--- src/rtl/struct_asm_pkg.sv ---
// ============================================================================
// Module      : struct_asm_pkg
// Description : Shared types and constants for the struct_field_assembler
//               slice. Holds the command/field encodings, the record geometry
//               and the helper that places x, y and z into the packed record.
// Ports       : none (package)
// Revision    : 1.0 - initial release
// ============================================================================
`default_nettype none

package struct_asm_pkg;

    // Record geometry
    localparam int X_N    = 2;
    localparam int X_W    = 3;
    localparam int Y_N    = 3;
    localparam int Y_W    = 2;
    localparam int PACK_W = X_N * X_W + Y_N * Y_W + 1;
    localparam int DATA_W = (X_W > Y_W) ? X_W : Y_W;

    typedef enum logic [1:0] {
        OP_WR_ELEM = 2'd0,
        OP_WR_BIT  = 2'd1,
        OP_FILL    = 2'd2,
        OP_COMMIT  = 2'd3
    } op_e;

    typedef enum logic [1:0] {
        FLD_X   = 2'd0,
        FLD_Y   = 2'd1,
        FLD_Z   = 2'd2,
        FLD_ILL = 2'd3
    } field_e;

    typedef enum logic [0:0] {
        ST_COLLECT = 1'b0,
        ST_SEND    = 1'b1
    } state_e;

    // The packed record is {x view, y view, z}: x occupies the MSBs and z
    // is bit 0. The views already carry their own element ordering.
    function automatic logic [PACK_W-1:0] pack_record(
        input logic [X_N*X_W-1:0] x_view,
        input logic [Y_N*Y_W-1:0] y_view,
        input logic               z_bit
    );
        return {x_view, y_view, z_bit};
    endfunction

endpackage

`default_nettype wire

--- src/rtl/struct_asm_field.sv ---
// ============================================================================
// Module      : struct_asm_field
// Description : One element-array register of N elements x W bits with three
//               write ports (whole element, single bit, fill) and a packed
//               view. ASCEND=0 places element N-1 in the MSBs; ASCEND=1
//               places element 0 in the MSBs.
// Ports       : clk, rst_n          - clock, async active-low reset
//               elem_we, bit_we,
//               fill_we             - write strobes (already qualified)
//               idx, bit_sel        - element / bit selection (in range)
//               data                - write data, LSB-aligned
//               view                - packed view of all elements
// Revision    : 1.0 - initial release
// ============================================================================
`default_nettype none

module struct_asm_field #(
    parameter int N      = 2,
    parameter int W      = 3,
    parameter bit ASCEND = 1'b0,
    parameter int IDX_W  = 2,
    parameter int BIT_W  = 2
) (
    input  logic             clk,
    input  logic             rst_n,
    input  logic             elem_we,
    input  logic             bit_we,
    input  logic             fill_we,
    input  logic [IDX_W-1:0] idx,
    input  logic [BIT_W-1:0] bit_sel,
    input  logic [W-1:0]     data,
    output logic [N*W-1:0]   view
);

    // Single-bit writes are done as a masked merge so the bit index never
    // needs to be narrower than the port.
    logic [W-1:0] bit_mask;
    logic [W-1:0] fill_val;

    assign bit_mask = W'(1) << bit_sel;
    assign fill_val = {W{data[0]}};

    for (genvar i = 0; i < N; i++) begin : g_elem
        logic [W-1:0] elem_q;
        logic         sel;

        assign sel = (idx == IDX_W'(i));

        always_ff @(posedge clk or negedge rst_n) begin
            if (!rst_n) begin
                elem_q <= '0;
            end else if (fill_we) begin
                elem_q <= fill_val;
            end else if (elem_we && sel) begin
                elem_q <= data;
            end else if (bit_we && sel) begin
                elem_q <= (elem_q & ~bit_mask) | (fill_val & bit_mask);
            end
        end

        if (ASCEND) begin : g_asc
            assign view[(N-1-i)*W +: W] = elem_q;
        end else begin : g_desc
            assign view[i*W +: W] = elem_q;
        end
    end

endmodule

`default_nettype wire

--- src/rtl/struct_field_assembler.sv ---
// ============================================================================
// Module      : struct_field_assembler
// Description : Builds the packed record {x, y, z} from a valid/ready command
//               stream (element, bit and fill writes) and, on COMMIT, hands a
//               snapshot to the downstream consumer over valid/ready.
//               Optional macro STRUCT_ASM_PARITY_EN adds out_parity, the XOR
//               of the snapshot, registered together with it.
// Ports       : clk, rst_n           - clock, async active-low reset
//               in_valid/in_ready    - command handshake
//               in_op, in_field,
//               in_idx, in_bit,
//               in_data              - command payload
//               out_valid/out_ready  - snapshot handshake
//               out_data             - snapshot {x, y, z}
//               out_x, out_y, out_z  - live record views
//               err                  - one-cycle pulse on a rejected command
//               out_parity           - ^out_data (STRUCT_ASM_PARITY_EN only)
// Revision    : 1.0 - initial release
// ============================================================================
`default_nettype none

module struct_field_assembler
    import struct_asm_pkg::*;
(
    input  logic               clk,
    input  logic               rst_n,
    input  logic               in_valid,
    output logic               in_ready,
    input  logic [1:0]         in_op,
    input  logic [1:0]         in_field,
    input  logic [1:0]         in_idx,
    input  logic [1:0]         in_bit,
    input  logic [DATA_W-1:0]  in_data,
    output logic               out_valid,
    input  logic               out_ready,
    output logic [PACK_W-1:0]  out_data,
    output logic [X_N*X_W-1:0] out_x,
    output logic [Y_N*Y_W-1:0] out_y,
    output logic               out_z,
    output logic               err
`ifdef STRUCT_ASM_PARITY_EN
    ,
    output logic               out_parity
`endif
);

    op_e    op;
    field_e fld;
    state_e state;
    state_e state_next;

    logic accept;
    logic snap_load;
    logic legal;
    logic wr;
    logic x_idx_ok, x_bit_ok, y_idx_ok, y_bit_ok;
    logic z_zero_idx, z_zero_bit;

    assign op     = op_e'(in_op);
    assign fld    = field_e'(in_field);
    assign accept = in_valid && in_ready;

    // ------------------------------------------------------------------
    // Handshake FSM
    // ------------------------------------------------------------------
    always_ff @(posedge clk or negedge rst_n) begin
        if (!rst_n) begin
            state <= ST_COLLECT;
        end else begin
            state <= state_next;
        end
    end

    always_comb begin
        state_next = state;
        in_ready   = 1'b0;
        out_valid  = 1'b0;
        snap_load  = 1'b0;
        case (state)
            ST_COLLECT: begin
                in_ready = 1'b1;
                if (in_valid && (op == OP_COMMIT)) begin
                    snap_load  = 1'b1;
                    state_next = ST_SEND;
                end
            end
            ST_SEND: begin
                out_valid = 1'b1;
                if (out_ready) begin
                    state_next = ST_COLLECT;
                end
            end
            default: state_next = ST_COLLECT;
        endcase
    end

    // ------------------------------------------------------------------
    // Command legality: each op checks only the selectors it uses; COMMIT
    // is always legal and handled by the FSM above.
    // ------------------------------------------------------------------
    assign x_idx_ok   = 32'(in_idx) < X_N;
    assign x_bit_ok   = 32'(in_bit) < X_W;
    assign y_idx_ok   = 32'(in_idx) < Y_N;
    assign y_bit_ok   = 32'(in_bit) < Y_W;
    assign z_zero_idx = (in_idx == 2'd0);
    assign z_zero_bit = (in_bit == 2'd0);

    always_comb begin
        legal = 1'b0;
        case (fld)
            FLD_X: begin
                case (op)
                    OP_WR_ELEM: legal = x_idx_ok;
                    OP_WR_BIT:  legal = x_idx_ok && x_bit_ok;
                    default:    legal = 1'b1;
                endcase
            end
            FLD_Y: begin
                case (op)
                    OP_WR_ELEM: legal = y_idx_ok;
                    OP_WR_BIT:  legal = y_idx_ok && y_bit_ok;
                    default:    legal = 1'b1;
                endcase
            end
            FLD_Z: begin
                case (op)
                    OP_WR_ELEM: legal = z_zero_idx;
                    OP_WR_BIT:  legal = z_zero_idx && z_zero_bit;
                    default:    legal = 1'b1;
                endcase
            end
            default: legal = (op == OP_COMMIT);
        endcase
    end

    assign wr = accept && legal && (op != OP_COMMIT);

    // ------------------------------------------------------------------
    // Record storage
    // ------------------------------------------------------------------
    struct_asm_field #(
        .N      (X_N),
        .W      (X_W),
        .ASCEND (1'b0),
        .IDX_W  (2),
        .BIT_W  (2)
    ) u_x (
        .clk     (clk),
        .rst_n   (rst_n),
        .elem_we (wr && (fld == FLD_X) && (op == OP_WR_ELEM)),
        .bit_we  (wr && (fld == FLD_X) && (op == OP_WR_BIT)),
        .fill_we (wr && (fld == FLD_X) && (op == OP_FILL)),
        .idx     (in_idx),
        .bit_sel (in_bit),
        .data    (in_data[X_W-1:0]),
        .view    (out_x)
    );

    struct_asm_field #(
        .N      (Y_N),
        .W      (Y_W),
        .ASCEND (1'b1),
        .IDX_W  (2),
        .BIT_W  (2)
    ) u_y (
        .clk     (clk),
        .rst_n   (rst_n),
        .elem_we (wr && (fld == FLD_Y) && (op == OP_WR_ELEM)),
        .bit_we  (wr && (fld == FLD_Y) && (op == OP_WR_BIT)),
        .fill_we (wr && (fld == FLD_Y) && (op == OP_FILL)),
        .idx     (in_idx),
        .bit_sel (in_bit),
        .data    (in_data[Y_W-1:0]),
        .view    (out_y)
    );

    // z is a single bit, so every legal write form reduces to z <= data[0].
    always_ff @(posedge clk or negedge rst_n) begin
        if (!rst_n) begin
            out_z <= 1'b0;
        end else if (wr && (fld == FLD_Z)) begin
            out_z <= in_data[0];
        end
    end

    // ------------------------------------------------------------------
    // Snapshot and error pulse
    // ------------------------------------------------------------------
    always_ff @(posedge clk or negedge rst_n) begin
        if (!rst_n) begin
            out_data <= '0;
        end else if (snap_load) begin
            out_data <= pack_record(out_x, out_y, out_z);
        end
    end

    always_ff @(posedge clk or negedge rst_n) begin
        if (!rst_n) begin
            err <= 1'b0;
        end else begin
            err <= accept && (op != OP_COMMIT) && !legal;
        end
    end

`ifdef STRUCT_ASM_PARITY_EN
    always_ff @(posedge clk or negedge rst_n) begin
        if (!rst_n) begin
            out_parity <= 1'b0;
        end else if (snap_load) begin
            out_parity <= ^pack_record(out_x, out_y, out_z);
        end
    end
`endif

endmodule

`default_nettype wire

--- config.mk ---
export PLATFORM = sky130hd
export DESIGN_NAME = struct_field_assembler
export DESIGN_NICKNAME = d
export VERILOG_FILES = /design/src/rtl/struct_asm_pkg.sv /design/src/rtl/struct_asm_field.sv /design/src/rtl/struct_field_assembler.sv
export SDC_FILE = /design/constraint.sdc
export NUM_CORES = 1
export LEC_CHECK = 0
export BUFFER_PORTS_ARGS = -buffer_cell sky130_fd_sc_hd__buf_2
export CORE_MARGIN = 2
export CORE_UTILIZATION = 51
export CTS_BUF_LIST = sky130_fd_sc_hd__clkbuf_8
export DETAILED_ROUTE_END_ITERATION = 8
export MAX_ROUTING_LAYER = met4
export PLACE_DENSITY = 0.78
export SLEW_MARGIN = 20
export SYNTH_ARGS = -nofsm -noshare
export SYNTH_HDL_FRONTEND = slang
export SYNTH_SLANG_ARGS = --single-unit
--- constraint.sdc ---
create_clock -name clk -period 2.9 [get_ports clk]
set_clock_uncertainty 0.05 [all_clocks]
set_input_delay 0.145 -clock clk [delete_from_list [all_inputs] [get_ports clk]]
set_output_delay 0.145 -clock clk [all_outputs]
set_load 0.01 [all_outputs]
# Word-level counts from Yosys, hierarchy flattened
# Cells that the tools add are included.
# W data, S select, Z words.
[op_classes]
eq_ne = 8
muxes = 25
shifts = 2
n_reduce_logical = 38
magnitude_cmp = 4
n_bitwise = 15
[ops]
columns = ["op", "n"]
rows = [
  ["$logic_and A1 B1 Y1", 28],
  ["$mux W2", 9],
  ["$mux W3", 6],
  ["$reduce_bool A3 Y1", 5],
  ["$and A3 B3 Y3", 3],
  ["$and A2 B2 Y2", 4],
  ["$eq A2 B2 Y1 const B", 4],
  ["$logic_not A2 Y1", 4],
  ["$lt A2 B2 Y1 const B", 4],
  ["$pmux W1 S2", 4],
  ["$eq A2 B1 Y1 const B", 3],
  ["$or A2 B2 Y2", 3],
  ["$or A3 B3 Y3", 2],
  ["$mux W1", 5],
  ["$not A3 Y3", 1],
  ["$pmux W1 S3", 1],
  ["$shl A1 B2 Y3 const A", 1],
  ["$ne A2 B2 Y1 const B", 1],
  ["$not A2 Y2", 1],
  ["$shl A1 B2 Y2 const A", 1],
  ["$logic_not A1 Y1", 1],
  ["$not A1 Y1", 1],
]
[totals]
out_inout_bits = 29
regBits = 28
wordCells = 101

# Logic depth before layout (Yosys ltp)
[logic_depth]
word_depth = 12
mapped_depth = 7
mapped_depth_nobuf = 5

# Modules after synthesis
# Synthesis repeated with hierarchy kept, for this count alone.
[unflattened]
hier_cells = 150
area_unflattened_um2 = 1666.6
[by_module_without_submodules]
columns = ["module", "area_per_inst_um2", "n_inst", "cells_each"]
rows = [
  ["struct_field_assembler", 808.3, 1, 61],
  ["struct_asm_field at u_x", 432.9, 1, 43],
  ["struct_asm_field at u_y", 425.4, 1, 46],
]

# Worst setup path before layout
# No wires, ideal clock.
[synth_path]
kind = "reg-to-reg"
startpoint = "register state"
endpoint = "register (tool-made name)"
path_slack_ns = 1.217
path_buffers = 0
synth_period_minus_slack_ns = 1.683
required_ns = 2.722
arrival_time_ns = 1.505
stages_incl_launch_ff = 5
cell_sequence = "dfrtp_1 nor2b_1 nand3_1 nor4_1 mux2_1"
[synth_lines]
columns = ["element", "line_no", "text"]
rows = [
  ["start: declaration", "struct_field_assembler.sv:49", "state_e state;"],
  ["start signal: assignment", "struct_field_assembler.sv:70", "state <= state_next;"],
]

==> reports/qor.yml <==
post_synth_most_frequent_cells: "dfrtp_1, mux2_2, nor2_1, a21oi_1, o21ai_0"
hold_path_class: "in2reg"
die_area_mm2: 0.00364
power_density_mw_per_mm2: 612
cts_tree: "yes"
critical_path_class: "reg2reg"
rr_worst_depth: 4
grt_busiest_layer: "met2"
grt_start_max_net_pins: 29
cts.sinks: 28
postRouteAntennaNets: 0
yosys-mux-area-fraction: 0.146
maxClockFrequency_mhz: 525
cts_htree_levels: 1
arrival_ns: 2.02
antenna_found_initial: 0
design.final.nets: 213
setup_slack_after_layout_ns: 0.994
drt_iter0_markers: 67
worstPathMaxFanout: 6
yosys.area.top_type_share: 0.433
postSynthNetCount: 171
crit_path_start: "state"
routed_length_per_instance_um: 15.0
synth.largest_area_cell: "dfrtp_1"
io_pins: 44
cell_with_the_largest_stage_delay_on_the_worst_path: "dfrtp_1"
hold_path_depth: 2
num_rows: 20
cts-buffers-inserted: 3
gate_count_after_technology_mapping: 156
cts_setup_buffers: 0
crit_path_max_incr_delay_ns: 0.43
crit-reg2reg-launch: "state"
detail_route.first_pass.iterations: 4
postCtsResizedCells: 0
leakagePower_uw: 0.000904
synth_top_cells_by_area: "dfrtp_1, mux2_2, nor2_1, a21oi_1, o21ai_0"
route.vias.total: 1353
clk_pin_slew_ns: 0.09
syn_to_final_growth_pct: 16.8
hold_violations: 0
fin_setup_tns_ns: 0
grt.met1_usage: 0.307
floorplan.initialDensity: 0.534
holdCritStartpoint: "out_ready"
yosysUniqueCellTypes: 44
synth_top_family_by_area: "simple AND/OR/NAND/NOR gates"
worst_slew_pin_slew_ns: 0.614
vdd_ir_drop_max_v: 0.000365
core_area_mm2: 0.00303
dp.final_hpwl_mm: 2.75
critical_path.cell_chain: "nor2b_1 > nand3_1 > nor4_1 > mux2_1"
status: "completed"
wire_length_of_the_first_global_routing_pass_mm: 5.85
dp_worst_setup_slack_ns: 1.08
post_synth_and_or_nand_nor_area_fraction: 0.186
use_met3: 0.0260
total_wire_length_after_detailed_routing_mm: 3.61
fillers: 280
power_frac_clock: 0.209
gp_congestion: 0.924
globalRouteMet2Util: 0.351
synth-warning-count: 0
comb_power_share: 0.313
yosys_register_bits: 28
final_count_of_negative_setup_slack_endpoints: 0
cp-end-kind: "flip-flop"
height_of_the_chip_um: 60.3
clock_latency_of_the_later_clocked_register_in_the_worst_skew_pair_ns: 0.27
share_seq_of_total_power: 0.478
yosys_most_used_dff: "dfrtp_1"
drcViolationCount: 0
finalPower_uw: 1160
netSwitchingPower_uw: 365
post_synth_edffs: 0
startpoint_type: "flip-flop"
post_syn_area_mm2: 0.00162
cap_viol_max_count: 0
synthesis.area_per_instance_um2: 10.4
power.switching_fraction: 0.316
insertedDiodeCount: 0
maxSlewHeadroom: 0.590
synth.yosys.seq_area_share: 0.433
number_of_global_route_vias_before_repair: 1276
overall_routing_resource_usage: 0.223
synth-xor-area-share: 0
detail_route.vias_per_cell: 5.61
synthMostInstantiatedCell: "dfrtp_1"
synth_adder_area_share: 0
finalWorstPathRequiredPeriod_ns: 1.91
global_route.overflow_total: 0
fraction_of_final_layout_cells_with_drive_strength_greater_than_1: 0.386
slew_viol_final: 0
place.port_buffers: 43
rsz0062_at_grt: "no"
synth_compound_gate_area_share: 0.179
final_min_period_over_clock_period: 0.657
worst_ep_required_time_ns: 3.02
fraction_of_registers_with_async_set_reset: 1.00
p_int_uw: 790
cts.root.buffer_cell: "clkbuf_8"
chipWidth_um: 60.3
cts-root-to-sink-buffers: 2
critical path, delay by kind of cell, from the launching register on:
| family | cells | cell delay, ns |
|---|---|---|
| AND/OR/NAND/NOR | 3 | 0.96 |
| flip-flops | 1 | 0.43 |
| multiplexers | 1 | 0.35 |
layer usage:
metal  vias up  part of all wire
li1        647                 -
met1       659              0.46
met2        42              0.48
met3         5             0.056
met4         0            0.0094
met5         -                 0
cells in the final DEF, fill, tap and decap left out, types with 5 or more instances in the layout:
master and n:
a21oi_1 10, buf_2 43, dfrtp_1 28, inv_1 7, mux2_2 20, nand2_1 8, nand2b_1 6, nand3_1 5
nor2_1 14, o21ai_0 9
kinds of logic after synthesis:
group / Yosys count
AOI/OAI and AO/OA: 39
buffers and inverters: 14
DFF: 28
muxes: 21
and+or+nand+nor: 54
path summary, 6_finish.rpt:
| kind | end | slack [ns] |
|---|---|---|
| hold / removal | state | 0.01 |
| hold reg to reg | out_data[1] | 0.46 |
| min in group asynchronous | out_data[3] | 0.36 |
| setup reg to reg | flip-flop | 0.99 |
| setup / recovery | flip-flop | 0.99 |
| max in group asynchronous | asynchronous set/reset pin | 2.04 |
metrics by stage:
step	area (um^2)	hold WS, ns	std cells	utilization
after global placement	1820	0.133	236	0.602
final	1890	0.0100	241	0.624
after floorplan	1620	-0.201	156	-
after global routing	1890	0.0122	241	0.624
after CTS	1890	0.00649	241	0.624
after detailed placement	1820	0.145	236	0.602
layout make-up:
| class | instances | area (um^2) | share of cell area |
|---|---|---|---|
| multi-input cells | 114 | 827 | 0.438 |
| flip-flops and latches | 28 | 701 | 0.371 |
| repair buffers | 44 | 225 | 0.119 |
| clock buffers | 4 | 55.1 | 0.0291 |
| well taps | 44 | 55.1 | 0.0291 |
| inverters | 7 | 26.3 | 0.0139 |
repair_timing:
item                       CTS  global route
hold endpoints to repair    28             0
hold buffers                 1             0
setup endpoints to repair    0             0
power groups by stage:
stage / sequential (uW) / clock (uW) / combinational (uW)
floorplan: 610 / 0 / 155
global placement: 551 / 0 / 358
detailed placement: 562 / 0 / 363
CTS: 555 / 242 / 367
global route: 566 / 252 / 396
finish: 553 / 241 / 361
Power figures use the tool's default switching activity.
